$ cat config.mk
export PLATFORM = sky130hd
export DESIGN_NAME = pipe_hazard_ctrl
export DESIGN_NICKNAME = d
export VERILOG_FILES = /design/src/rtl/pipe_hazard_ctrl.sv
export SDC_FILE = /design/constraint.sdc
export NUM_CORES = 1
export LEC_CHECK = 0
export CORE_UTILIZATION = 46
export CTS_CLUSTER_DIAMETER = 100
export DETAILED_ROUTE_END_ITERATION = 10
export HOLD_SLACK_MARGIN = 0.1
export PLACE_DENSITY = 0.95
export SYNTH_ARGS = -nofsm -noshare
export SYNTH_HDL_FRONTEND = slang
export SYNTH_SLANG_ARGS = --single-unit
$ cat constraint.sdc
create_clock -name clk -period 3.3 [get_ports clk]
set_input_delay 0.33 -clock clk [delete_from_list [all_inputs] [get_ports clk]]
set_output_delay 0.33 -clock clk [all_outputs]
set_load 0.005 [all_outputs]
$ cat src/rtl/pipe_hazard_ctrl.sv
// rtl/pipe_hazard_ctrl.sv - pipeline stall/flush sequencer with stall-cycle counter
module pipe_hazard_ctrl #(
  parameter int REG_W = 3,
  parameter int CNT_W = 16
) (
  input  logic             clk,
  input  logic             rst,
  input  logic [REG_W-1:0] id_rs,
  input  logic [REG_W-1:0] id_rt,
  input  logic             id_rs_used,
  input  logic             id_rt_used,
  input  logic [REG_W-1:0] ex_rd,
  input  logic             ex_memread,
  input  logic             ex_regwrite,
  input  logic             ex_redirect,
  input  logic             imem_ready,
  input  logic             dmem_req,
  input  logic             dmem_done,
  input  logic             wb_halt,
  output logic             pc_stall,
  output logic             if_id_stall,
  output logic             if_id_flush,
  output logic             id_ex_stall,
  output logic             id_ex_flush,
  output logic             ex_mem_stall,
  output logic             mem_wb_flush,
  output logic             halted,
  output logic [CNT_W-1:0] stall_cycles
);

  typedef enum logic [1:0] {
    RUN    = 2'd0,
    DWAIT  = 2'd1,
    HALTED = 2'd2
  } state_e;

  state_e           state_q, state_d;
  logic             redirect_pending_q, redirect_pending_d;
  logic [CNT_W-1:0] stall_cycles_q, stall_cycles_d;
  logic             load_use;
  logic             dmem_stall;

  always_comb begin
    load_use   = ex_memread && ex_regwrite &&
                 ((id_rs_used && (id_rs == ex_rd)) || (id_rt_used && (id_rt == ex_rd)));
    dmem_stall = (state_q == DWAIT) || ((state_q == RUN) && dmem_req && !dmem_done);
  end

  always_comb begin
    pc_stall           = 1'b0;
    if_id_stall        = 1'b0;
    if_id_flush        = 1'b0;
    id_ex_stall        = 1'b0;
    id_ex_flush        = 1'b0;
    ex_mem_stall       = 1'b0;
    mem_wb_flush       = 1'b0;
    halted             = 1'b0;
    redirect_pending_d = redirect_pending_q;

    if (state_q == HALTED) begin
      pc_stall     = 1'b1;
      if_id_stall  = 1'b1;
      id_ex_stall  = 1'b1;
      ex_mem_stall = 1'b1;
      mem_wb_flush = 1'b1;
      halted       = 1'b1;
    end else if (dmem_stall) begin
      // EX is frozen, so a redirect here is simply re-presented after the wait
      pc_stall     = 1'b1;
      if_id_stall  = 1'b1;
      id_ex_stall  = 1'b1;
      ex_mem_stall = 1'b1;
      mem_wb_flush = 1'b1;
    end else if (ex_redirect) begin
      if_id_flush = 1'b1;
      id_ex_flush = 1'b1;
      if (!imem_ready) redirect_pending_d = 1'b1;
    end else if (!imem_ready) begin
      pc_stall    = 1'b1;
      if_id_flush = 1'b1;
    end else if (redirect_pending_q) begin
      // fetch that was in flight at redirect time returns a wrong-path word
      if_id_flush        = 1'b1;
      redirect_pending_d = 1'b0;
    end else if (load_use) begin
      pc_stall    = 1'b1;
      if_id_stall = 1'b1;
      id_ex_flush = 1'b1;
    end
  end

  always_comb begin
    state_d = state_q;
    unique case (state_q)
      RUN: begin
        if (wb_halt)                     state_d = HALTED;
        else if (dmem_req && !dmem_done) state_d = DWAIT;
      end
      DWAIT: begin
        if (dmem_done) state_d = wb_halt ? HALTED : RUN;
      end
      default: state_d = HALTED;
    endcase

    stall_cycles_d = stall_cycles_q;
    if (pc_stall && (state_q != HALTED) && !(&stall_cycles_q))
      stall_cycles_d = stall_cycles_q + {{(CNT_W-1){1'b0}}, 1'b1};
  end

  always_ff @(posedge clk or negedge rst) begin
    if (!rst) begin
      state_q            <= RUN;
      redirect_pending_q <= 1'b0;
      stall_cycles_q     <= '0;
    end else begin
      state_q            <= state_d;
      redirect_pending_q <= redirect_pending_d;
      stall_cycles_q     <= stall_cycles_d;
    end
  end

  assign stall_cycles = stall_cycles_q;

endmodule

==> results.tsv, run 1 <==
metric	value	unit
clk_skew	0.004388	ns
Post-Syn Area per Cell	10.16	um^2
# IOs	44	
CTS sink cnt	19	
Max-slew headroom	0.4470	
commonest non-fill, non-tap cells in the layout	clkdlybuf4s50_1, dfrtp_1, xnor2_1, nand2_1, nand4_1	
Worst setup SP type	input port	
clk buf depth	2	
Core Box Area	2255	um^2
GRT overflow	0	
Util after Layout	0.7120	
Hold Path Class	in2async	
layout cells sized above 1	0.1154	
die area	2653	um^2
Ys Warns	0	
clk slew on worst S/H paths	0.12	ns
die width	51.51	um
largest net degree at the start of global routing	20	
placer congestion estimate	0.8278	
commonest non-fill, non-tap cell in the layout	clkdlybuf4s50_1	
Synth top area share	0.4218	
Final nets	178	
Max IR drop VDD	175.7	uV
Buffers on Ports	43	
final hold vios	0	
CTS root buffer	clkbuf_4	
via/cell ratio	5.266	
CP max stage delay	0.52	ns
area grow syn2layout	42.40	%
RSZ-0062 raised after global routing	false	
status	completed	
PwrDens	259.6	nW/um^2
endpoint type of the worst setup path	output pin	
vias in the first global route	934	
post-synth top area cell	dfrtp_1	
Die Height	51.51	um
wire per inst	13.70	um
first-pass GRT wire length	4298	um
Mapped Nets	132	
Tmin final	2.583	ns
CTS buffer count	3	
DP Worst Slack	0.7307	ns
Max Fclk	387.1	MHz
critical path buffer and inverter count	2	
CP required	2.97	ns
clock latency on the worst-skew pair	0.30	ns
Routed WL	2520	um
antenna violations before repair	0	
first-iteration detailed-routing DRC count	20	
GR Util All Layers	0.2167	
Tcrit/Tclk final	0.7828	
Crit path max-delay family	buffers and inverters	
CTS tree	yes	
crit-path max FO	9	
initial core utilization	0.5000	
register area share after synthesis	0.4218	
# diodes	0	
Synth area leaders	dfrtp_1, xnor2_1, nand4_1, xor2_1, nand2_1	
Critical Path Most Common Cell	clkdlybuf4s50_1	
setup TNS	0	ns
# setup viols final	0	
max-cap violation count	0	
Pre-antenna DRT Iters	4	
setup ws final	0.7167	ns
DR vias	969	
CTS Hold Bufs	0	
Synth cell types	32	
synthesized cell area	1127	um^2
Slew Viols, Final	0	
Static Leakage	0.0007441	uW
synthesis-stage register bit count	19	
H-Tree Depth	1	
Synth Instances	111	
Residual DRC	0	
Detailed Place HPWL	1956	um
Post-CTS Resized	0	
Setup Fix Bufs, Post-CTS	0	
Crit-path slowest cell	clkdlybuf4s50_1	
Routed Antenna Nets	0	
Slew @ Worst Pin	0.8270	ns
Rows	17	
critical path arrival	2.25	ns
crit path cell chain	clkdlybuf4s50_1, nor2b_1, nor3_1, a21oi_1, o21bai_1, clkdlybuf4s50_1	
kind of critical path	in2out	
-- per-stage QoR --
stage | hold slack [ns] | instance area (um^2) | total power [uW] | instances
5_1_grt | 0.5423 | 1605 | 437.5 | 184
4_1_cts | 0.5084 | 1605 | 420.5 | 184
3_3_place_gp | 0.4803 | 1578 | 296.3 | 180
2_1_floorplan | 0.03441 | 1127 | 258.2 | 111
6_report | 0.4883 | 1605 | 416.8 | 184
3_5_place_dp | 0.4917 | 1578 | 298.8 | 180
-- per-layer routing --
| layer | GRT usage | share of wire | vias to the layer above | wire [um] |
|---|---|---|---|---|
| met3 | 0.02632 | 0.035 | 2 | 87 |
| met4 | 0.06757 | 0.0063 | 0 | 16 |
| met2 | 0.3831 | 0.52 | 24 | 1317 |
| li1 | - | - | 477 | - |
| met5 | 0 | 0 | - | 0 |
| met1 | 0.2732 | 0.44 | 466 | 1099 |
-- final timing paths --
| path | start | endpoint | slack [ns] | depth (start not counted) |
|---|---|---|---|---|
| worst min register to register | stall_cycles[7] | stall_cycles[7] | 0.51 | 1 |
| worst max register to register | redirect_pending_q | stall_cycles[1] | 1.64 | 5 |
| worst min-delay path | rst | stall_cycles[11] | 0.49 | 1 |
| worst max-delay path | dmem_req | pc_stall | 0.72 | 6 |
| min in group clk | stall_cycles[7] | stall_cycles[7] | 0.51 | 1 |
| max in group asynchronous | rst | state_q[0] | 2.30 | 1 |
-- cell type report --
cell class	instances	area, um^2
fillers	179	649.4
multi-input cells	83	610.6
flip-flops and latches	19	475.5
repair buffers	43	430.4
well taps	28	35.03
inverters	7	26.28
clock buffers	3	22.52
clock inverters	1	5.005
-- state kept, by name, indices dropped and copies added, names as in the netlist --
name,cells
stall_cycles,16
redirect_pending_q,1
state_q,2
-- kinds of logic after synthesis --
| family | after synthesis | synth area share |
|---|---|---|
| adder cells (fa/ha/maj) | 1 | 0.01110 |
| flip-flops | 19 | 0.4218 |
| buffers and inverters | 9 | 0.03663 |
| multiplexers | 1 | 0.01331 |
| AND/OR/NAND/NOR | 47 | 0.2630 |
| AO/OA/AOI/OAI | 13 | 0.09100 |
| XOR/XNOR | 21 | 0.1631 |
-- power by group --
part	internal, uW	switching (uW)
clock network	45.2	77.8
registers	236	4.26
logic	34.0	19.5
total	315	102
-- Yosys cell counts --
cell and count:
a21oi_1 3, a22oi_4 1, a31o_2 1, a31oi_1 1
and2_4 1, and3_1 3, and4_1 2, buf_4 2
dfrtp_1 19, ha_1 1, inv_1 7, mux2_4 1
nand2_1 9, nand3_1 2, nand3b_1 1, nand4_1 9
nand4_2 1, nor2_1 7, nor2_2 2, nor2_4 1
nor2b_1 2, nor3_1 3, nor3_2 2, nor3b_2 1
nor4_4 1, o21ai_0 3, o21ai_1 1, o21ai_2 1
o21bai_1 1, o2bb2ai_2 1, xnor2_1 17, xor2_1 4
Power figures use the tool's default switching activity.
==> inputs of run 2 (changes only) <==
--- a/config.mk
+++ b/config.mk
@@ -5,11 +5,11 @@
 export SDC_FILE = /design/constraint.sdc
 export NUM_CORES = 1
 export LEC_CHECK = 0
-export CORE_UTILIZATION = 46
+export CORE_UTILIZATION = 43
 export CTS_CLUSTER_DIAMETER = 100
 export DETAILED_ROUTE_END_ITERATION = 10
 export HOLD_SLACK_MARGIN = 0.1
-export PLACE_DENSITY = 0.95
+export PLACE_DENSITY = 0.9
 export SYNTH_ARGS = -nofsm -noshare
 export SYNTH_HDL_FRONTEND = slang
 export SYNTH_SLANG_ARGS = --single-unit
==> constraint.sdc (replaced) <==
create_clock -name clk -period 2.4 [get_ports clk]
set_input_delay 0.24 -clock clk [delete_from_list [all_inputs] [get_ports clk]]
set_output_delay 0.24 -clock clk [all_outputs]
set_load 0.005 [all_outputs]
==> run 2 against run 1 <==
Effect of this change: clock power up 29%; non-clock buffer count grew 1; core utilization is 5.8 points lower; via count is 0.52% higher; critical path type unchanged; critical endpoint unchanged.
==> results.tsv, run 2 (synthesized netlist as in run 1, its figures left out) <==
metric	value	unit
status	completed	
critical path arrival	2.03	ns
CTS root buffer	clkbuf_4	
Routed WL	2645	um
Final nets	179	
die width	53.20	um
antenna violations before repair	0	
Slew Viols, Final	0	
Rows	18	
CTS sink cnt	19	
GRT overflow	0	
layout cells sized above 1	0.1210	
CTS Hold Bufs	0	
Max-slew headroom	0.4309	
# setup viols final	0	
Static Leakage	0.0007544	uW
CP max stage delay	0.51	ns
Largest register FFs	16	
via/cell ratio	5.209	
area grow syn2layout	43.62	%
CP required	2.16	ns
Max IR drop VDD	328.6	uV
worst hold slack	0.4252	ns
Reg area	475.5	um^2
Tcrit/Tclk final	0.9448	
clk buf depth	2	
Max Fclk	441.0	MHz
GR Util All Layers	0.2071	
max-cap violation count	0	
commonest non-fill, non-tap cells in the layout	clkdlybuf4s50_1, dfrtp_1, xnor2_1, nand2_1, nand4_1	
Buffers on Ports	43	
crit-path max FO	3	
die area	2830	um^2
vias in the first global route	929	
Pre-antenna DRT Iters	4	
final hold vios	0	
largest net degree at the start of global routing	20	
PwrDens	348.7	nW/um^2
Tmin final	2.268	ns
Routed Antenna Nets	0	
endpoint type of the worst setup path	output pin	
Setup Fix Bufs, Post-CTS	0	
RSZ-0062 raised after global routing	false	
Filler cells	202	
initial core utilization	0.4551	
# IOs	44	
DR vias	974	
CTS buffer count	3	
clk slew on worst S/H paths	0.10	ns
Die Height	53.20	um
setup TNS	0	ns
Worst setup SP type	input port	
Core Box Area	2477	um^2
Crit-path slowest cell	clkdlybuf4s50_1	
Residual DRC	0	
Detailed Place HPWL	2116	um
commonest non-fill, non-tap cell in the layout	clkdlybuf4s50_1	
first-iteration detailed-routing DRC count	9	
Multi-input gate area	613.1	um^2
crit path cell chain	clkdlybuf4s50_1, xnor2_1, and4_1, nor2_1, nor2_2, nor2_1, o21bai_1, clkdlybuf4s50_1	
first-pass GRT wire length	4174	um
clock latency on the worst-skew pair	0.29	ns
# diodes	0	
wire per inst	14.14	um
Hold Path Class	in2async	
placer congestion estimate	0.8193	
H-Tree Depth	1	
kind of critical path	in2out	
clk_skew	0.001635	ns
CTS tree	yes	
Slew @ Worst Pin	0.8510	ns
-- run 2: cell type report --
type | instances | share of cell area
Tap cell | 30 | 0.02318
Timing Repair Buffer | 44 | 0.2720
Multi-Input combinational cell | 83 | 0.3787
Sequential cell | 19 | 0.2937
Inverter | 7 | 0.01623
Clock buffer | 4 | 0.01623
-- run 2: repair_timing --
action | CTS | global route
endpoints found under the hold margin | 0 | 0
resized for setup | 0 | 2
setup endpoints to repair | 0 | 3
-- run 2: worst max-delay path, delay by kind of cell --
kind	cells	cell delay [ns]
buffers and inverters	2	0.96
xor gates and xnor gates	1	0.22
and+or+nand+nor	4	0.50
AOI/OAI and AO/OA	1	0.12
-- run 2: worst paths after layout --
kind                                     from  cells past startpoint                  to  slack, ns
max in group asynchronous                 rst                      1  redirect_pending_q       1.46
max                                  id_rt[0]                      8            pc_stall       0.13
min in group clk             stall_cycles[15]                      1    stall_cycles[15]       0.51
min reg2reg                  stall_cycles[15]                      1    stall_cycles[15]       0.51
min                                       rst                      1     stall_cycles[3]       0.43
max reg2reg                redirect_pending_q                      6     stall_cycles[7]       0.72
-- run 2: stage by stage --
stage / util / power [uW] / setup WS [ns] / std cells / cell area (um^2)
3_3_place_gp: 0.6409 / 407.1 / 0.1526 / 183 / 1588
4_1_cts: 0.6515 / 570.6 / 0.03972 / 187 / 1614
2_1_floorplan: - / 355.0 / 0.8656 / 111 / 1127
6_report: 0.6535 / 564.5 / 0.1324 / 187 / 1619
5_1_grt: 0.6535 / 594.5 / 0.01585 / 187 / 1619
3_5_place_dp: 0.6409 / 411.9 / 0.05559 / 183 / 1588
-- run 2: routing by layer --
| metal | share of wire | global-route usage | vias up |
|---|---|---|---|
| met5 | 0 | 0 | - |
| met4 | 0.0049 | 0.07018 | 0 |
| met3 | 0.031 | 0.04023 | 2 |
| met2 | 0.55 | 0.3854 | 20 |
| met1 | 0.41 | 0.2291 | 469 |
| li1 | - | - | 483 |
-- run 2: report_power, final --
group	internal [uW]	switching, uW
clock	64.6	94.5
sequential	324	5.87
combinational	46.6	28.4
total	436	129
